### config.mk
export PLATFORM = sky130hd
export DESIGN_NAME = uart_rx
export DESIGN_NICKNAME = d
export VERILOG_FILES = /design/src/rtl/uart_pkg.sv /design/src/rtl/sync_2ff.sv /design/src/rtl/uart_rx.sv
export SDC_FILE = /design/constraint.sdc
export NUM_CORES = 1
export LEC_CHECK = 0
export ABC_AREA = 1
export CORE_ASPECT_RATIO = 0.8
export CORE_MARGIN = 10
export CORE_UTILIZATION = 45
export DETAILED_ROUTE_END_ITERATION = 7
export GPL_TIMING_DRIVEN = 1
export PLACE_DENSITY = 0.66
export SYNTH_ARGS = -nofsm -noshare
export SYNTH_HDL_FRONTEND = slang
export SYNTH_SLANG_ARGS = --single-unit
### constraint.sdc
create_clock -name clk_50m -period 1.5 [get_ports clk_50m]
set_input_delay 0.3 -clock clk_50m [delete_from_list [all_inputs] [get_ports clk_50m]]
set_output_delay 0.3 -clock clk_50m [all_outputs]
set_load 0.01 [all_outputs]
### src/rtl/uart_pkg.sv
// Shared types and constants for the 16x-oversampled UART receiver.
`timescale 1ns/1ps

package uart_pkg;

  localparam int OVERSAMPLE = 16;
  localparam int DATA_BITS  = 8;
  localparam int SAMPLE_W   = $clog2(OVERSAMPLE);
  localparam int BITPOS_W   = $clog2(DATA_BITS);

  localparam logic [SAMPLE_W-1:0] MID_START   = SAMPLE_W'(7);
  localparam logic [SAMPLE_W-1:0] LAST_SAMPLE = SAMPLE_W'(OVERSAMPLE - 1);
  localparam logic [BITPOS_W-1:0] LAST_BIT    = BITPOS_W'(DATA_BITS - 1);

  typedef enum logic [2:0] {
    IDLE,
    START,
    DATA,
    PARITY,
    STOP
  } rx_state_e;

endpackage

### src/rtl/sync_2ff.sv
// Two-flop synchroniser for a single asynchronous input, synchronous active-low reset.
`timescale 1ns/1ps

module sync_2ff #(
  parameter logic RESET_VAL = 1'b1
) (
  input  logic clk,
  input  logic rst_n,
  input  logic d,
  output logic q
);

  logic meta_q, meta_d;
  logic sync_q, sync_d;

  always_comb begin
    meta_d = d;
    sync_d = meta_q;
  end

  always_ff @(posedge clk) begin
    if (!rst_n) begin
      meta_q <= RESET_VAL;
      sync_q <= RESET_VAL;
    end else begin
      meta_q <= meta_d;
      sync_q <= sync_d;
    end
  end

  assign q = sync_q;

endmodule

### src/rtl/uart_rx.sv
// UART receiver, 8 data bits LSB first, 1 stop bit, driven by a 16x oversample tick.
// Define UART_RX_PARITY_EN to expect an even-parity bit between the data and stop bits.
`timescale 1ns/1ps

module uart_rx
  import uart_pkg::*;
(
  input  logic                 clk_50m,
  input  logic                 rst_n,
  input  logic                 clken,
  input  logic                 rx,
  input  logic                 rdy_clr,
  output logic [DATA_BITS-1:0] data,
  output logic                 rdy,
  output logic                 frame_err,
  output logic                 overrun
);

  logic rxs;

  rx_state_e             state_q, state_d;
  logic [SAMPLE_W-1:0]   sample_q, sample_d;
  logic [BITPOS_W-1:0]   bitpos_q, bitpos_d;
  logic [DATA_BITS-1:0]  shift_q, shift_d;
  logic [DATA_BITS-1:0]  data_q, data_d;
  logic                  rdy_q, rdy_d;
  logic                  frame_err_q, frame_err_d;
  logic                  overrun_q, overrun_d;
  logic                  line_wait_q, line_wait_d;
  logic                  parity_ok;

  sync_2ff #(.RESET_VAL(1'b1)) u_rx_sync (
    .clk   (clk_50m),
    .rst_n (rst_n),
    .d     (rx),
    .q     (rxs)
  );

`ifdef UART_RX_PARITY_EN
  logic parity_bit_q, parity_bit_d;
  assign parity_ok = ((^shift_q) == parity_bit_q);
`else
  assign parity_ok = 1'b1;
`endif

  always_comb begin
    state_d     = state_q;
    sample_d    = sample_q;
    bitpos_d    = bitpos_q;
    shift_d     = shift_q;
    data_d      = data_q;
    rdy_d       = rdy_q;
    frame_err_d = 1'b0;
    overrun_d   = overrun_q;
    line_wait_d = line_wait_q;
`ifdef UART_RX_PARITY_EN
    parity_bit_d = parity_bit_q;
`endif

    if (rdy_clr) begin
      rdy_d     = 1'b0;
      overrun_d = 1'b0;
    end
    // After a break, a new start is only accepted once the line has gone high
    if (rxs) line_wait_d = 1'b0;

    if (clken) begin
      unique case (state_q)
        IDLE: begin
          if (!rxs && !line_wait_q) begin
            state_d  = START;
            sample_d = '0;
          end
        end
        START: begin
          if (rxs) begin
            state_d = IDLE;
          end else if (sample_q == MID_START) begin
            sample_d = '0;
            bitpos_d = '0;
            state_d  = DATA;
          end else begin
            sample_d = sample_q + 1'b1;
          end
        end
        DATA: begin
          sample_d = sample_q + 1'b1;
          if (sample_q == LAST_SAMPLE) begin
            shift_d  = {rxs, shift_q[DATA_BITS-1:1]};
            bitpos_d = bitpos_q + 1'b1;
            if (bitpos_q == LAST_BIT) begin
`ifdef UART_RX_PARITY_EN
              state_d = PARITY;
`else
              state_d = STOP;
`endif
            end
          end
        end
`ifdef UART_RX_PARITY_EN
        PARITY: begin
          sample_d = sample_q + 1'b1;
          if (sample_q == LAST_SAMPLE) begin
            parity_bit_d = rxs;
            state_d      = STOP;
          end
        end
`endif
        STOP: begin
          sample_d = sample_q + 1'b1;
          if (sample_q == LAST_SAMPLE) begin
            state_d = IDLE;
            if (rxs && parity_ok) begin
              // A completion overrides a coincident rdy_clr
              data_d = shift_q;
              rdy_d  = 1'b1;
              if (rdy_q && !rdy_clr) overrun_d = 1'b1;
            end else begin
              frame_err_d = 1'b1;
              if (!rxs) line_wait_d = 1'b1;
            end
          end
        end
        default: state_d = IDLE;
      endcase
    end
  end

  always_ff @(posedge clk_50m) begin
    if (!rst_n) begin
      state_q     <= IDLE;
      sample_q    <= '0;
      bitpos_q    <= '0;
      shift_q     <= '0;
      data_q      <= '0;
      rdy_q       <= 1'b0;
      frame_err_q <= 1'b0;
      overrun_q   <= 1'b0;
      line_wait_q <= 1'b0;
    end else begin
      state_q     <= state_d;
      sample_q    <= sample_d;
      bitpos_q    <= bitpos_d;
      shift_q     <= shift_d;
      data_q      <= data_d;
      rdy_q       <= rdy_d;
      frame_err_q <= frame_err_d;
      overrun_q   <= overrun_d;
      line_wait_q <= line_wait_d;
    end
  end

`ifdef UART_RX_PARITY_EN
  always_ff @(posedge clk_50m) begin
    if (!rst_n) parity_bit_q <= 1'b0;
    else        parity_bit_q <= parity_bit_d;
  end
`endif

  assign data      = data_q;
  assign rdy       = rdy_q;
  assign frame_err = frame_err_q;
  assign overrun   = overrun_q;

endmodule

==> run metrics, run 1 <==
status=finished, final reports clean; endpoints failing setup=0; Vias/cell=4.865; Req. time, crit path=around 1200 ps; fmax=between 600 and 700 MHz; synth warn=0; row count=18; post-synthesis adder-cell area fraction=under 10%; most frequent cells in the layout=nand2_1, inv_1, nor2_1, dfxtp_1, a21oi_1; Num CTS Buffers=5; synth unique cells=24; worst slew pin tran=~240 ps; io pins=16; largest net degree at the start of global routing=18; layout overhead on the synthesized area=29.62%; post-route clock period utilization=96.64%; H-Tree Depth=2; PortBufs=15; Final Wtd Congestion=0.7907; first-pass GRT wire length=between 5 and 6 mm; most common cell after layout, fill and taps aside=nand2_1; Core ar.=roughly 3100 um^2; root buf cell=clkbuf_8; fin crit period=~1400 ps; CP arrival=around 1200 ps; worst skew pair latency=270 ps; total gr overflow=0; via count=1333; clock tree from TritonCTS=yes; Worst setup EP type=output port; Die Y=a little over 70 um; DR pass1 iterations=4; DR DRC count=0; maxcap violations=0; CP Buf/Inv Count=1; Worst slew margin=around 84%; CP Max Fanout=2; Worst path top cell family by delay=buffers and inverters; share of layout cells above drive strength 1=approximately a fifth; Reg-to-Reg End=data[0]; Netlist Area Pre-Place=roughly 1500 um^2; Worst Setup EP=data[7]; Synth Instances=roughly 200; ordered list of cells on the worst path=clkdlybuf4s50_1; Total Wirelength=between 3 and 4 mm; hold path cells=1; initial antenna violation count=0; slowest CP cell=clkdlybuf4s50_1; Syn Area/Cell=around 7.2 um^2; Starting Density=between 40 and 50%; Reg clk slew, reported paths=approximately 60 ps; final worst setup slack=a little over 50 ps; LEAKAGE=between 0.9 and 1 nW; Reg-to-Reg Start=sample_q[1]; Worst Clk Skew=between 8 and 9 ps; reg2reg path depth=9; Non-Filler Instances=roughly 270; main combinational cell family by area after synthesis=simple AND/OR/NAND/NOR gates; Syn Nets=211; unrepaired setup endpoints after global routing=yes; startpoint types=register; Slew Viols, Final=0; multiplexer share of the synthesized area=0%; post-route ant nets=0; simple-gate share of the synthesized area=about 30%; GRT Total Usage=between 10% and 20%; endpoints failing hold=0; number of diodes=0; sequential-to-total area share from yosys stat=a little over two fifths; Yosys reg bits=32; Setup WS pre-CTS=-104.1 ps; worst hold start=u_rx_sync.meta_q; vias in the first global route=about 1300; die area=between 5000 and 6000 um^2; placed insts=between 200 and 300; Hold/Removal Path Class=reg -> reg; Chip Width=roughly 84 um; Synth Area in XOR/XNOR=less than 1%; CP Class=reg -> out; Nets=between 200 and 250; Compound-Gate Fraction of Synth Area=13.96%; wire per inst=approximately 12 um; HPWL after detailed placement=~2.4 mm; Pwr per Cell Area=1505 nW/um^2; total stage count of the critical path=1; setup tns final=0 ps; clock tree buffer depth=2; Num Clock Sinks=32; CP startpoint=data[7]; R2R setup slack=about 110 ps; Crit path largest cell delay=540 ps; DRT iter0 DRCs=75; Worst VDD drop=around 830 uV; CTS Hold Bufs=0
-- sequential cells by signal, indices dropped and copies added, names as in the netlist, 3 cells and up --
| name | count |
|---|---|
| state_q | 3 |
| data | 8 |
| bitpos_q | 3 |
| shift_q | 8 |
| sample_q | 4 |
-- worst min path at each step --
| stage | end | slack, ps |
|---|---|---|
| final | u_rx_sync.q | 410 |
| after global routing | u_rx_sync.q | 420 |
| after CTS | u_rx_sync.q | 420 |
| after detailed placement | u_rx_sync.q | 400 |
| after global placement | u_rx_sync.q | 400 |
| after floorplan | u_rx_sync.q | 390 |
-- where the power goes --
group | internal, mW | total, mW | switching (mW)
Clock | 0.408 | 0.701 | 0.293
Sequential | 0.972 | 1.09 | 0.122
Combinational | 0.431 | 1.07 | 0.642
-- synth_stat cells, drive strengths merged --
cell    count  area share, %
nand2      44             12
nor2       33            9.4
dfxtp      32             44
inv        28            7.1
a21oi      20            7.3
o21ai      18            6.6
nand3      11            4.6
or2         4            1.7
clkbuf      3           0.85
ha          3            2.6
buf         2            1.5
nand4       2           0.85
nand3b      1           0.51
nor3        1            1.1
xor2        1           0.60
-- through the flow --
step	util (%)	power (mW)	hold slack (ps)	cell area, um^2
5_1_grt	61.31	3.125	423.2	1906
2_1_floorplan	-	1.801	392.5	1470
3_5_place_dp	56.08	2.063	404.1	1743
4_1_cts	59.22	2.770	418.1	1841
6_report	61.31	2.869	413.3	1906
3_3_place_gp	56.08	2.016	397.7	1743
-- layer usage --
| layer | up-vias | wire [um] | GRT usage (%) |
|---|---|---|---|
| li1 | 698 | - | - |
| met1 | 606 | 1508 | 13.00 |
| met2 | 23 | 1500 | 17.59 |
| met3 | 6 | 207 | 4.577 |
| met4 | 0 | 42 | 4.082 |
| met5 | - | 0 | 0 |
-- layout make-up --
cell class | instances | area [um^2]
well taps | 40 | 50.05
flip-flops and latches | 32 | 649.4
inverters | 28 | 105.1
multi-input cells | 139 | 720.7
repair buffers | 28 | 284.0
clock buffers | 7 | 96.34
fillers | 279 | 1202
-- kinds of logic (layout without fill, tap and decap cells) --
logic type,after synthesis,count (layout)
AO/OA/AOI/OAI,38,38
XOR/XNOR,1,1
adder cells (fa/ha/maj),3,3
buffers and inverters,33,63
flip-flops,32,32
AND/OR/NAND/NOR,96,97
-- what timing repair did --
action                                 in CTS  in global routing
endpoints found under the hold margin       0                  0
setup endpoints to repair                  12                 26
pin swaps                                   0                  4
gates resized for setup                     2                 17
setup buffers                               0                  2
cloned                                      0                  1
(Power assumes the default switching activity.)
==> run 2: changes to the inputs <==
Settings changed: CAP_MARGIN from default to 20.
==> results of run 2 <==
The final DEF is identical to that of run 1; final timing and power are the same.
==> run 3: changes to the inputs <==
Settings changed: CTS_CLUSTER_DIAMETER from default to 100.
==> results of run 3 <==
The final DEF is identical to that of run 1; final timing and power are the same.
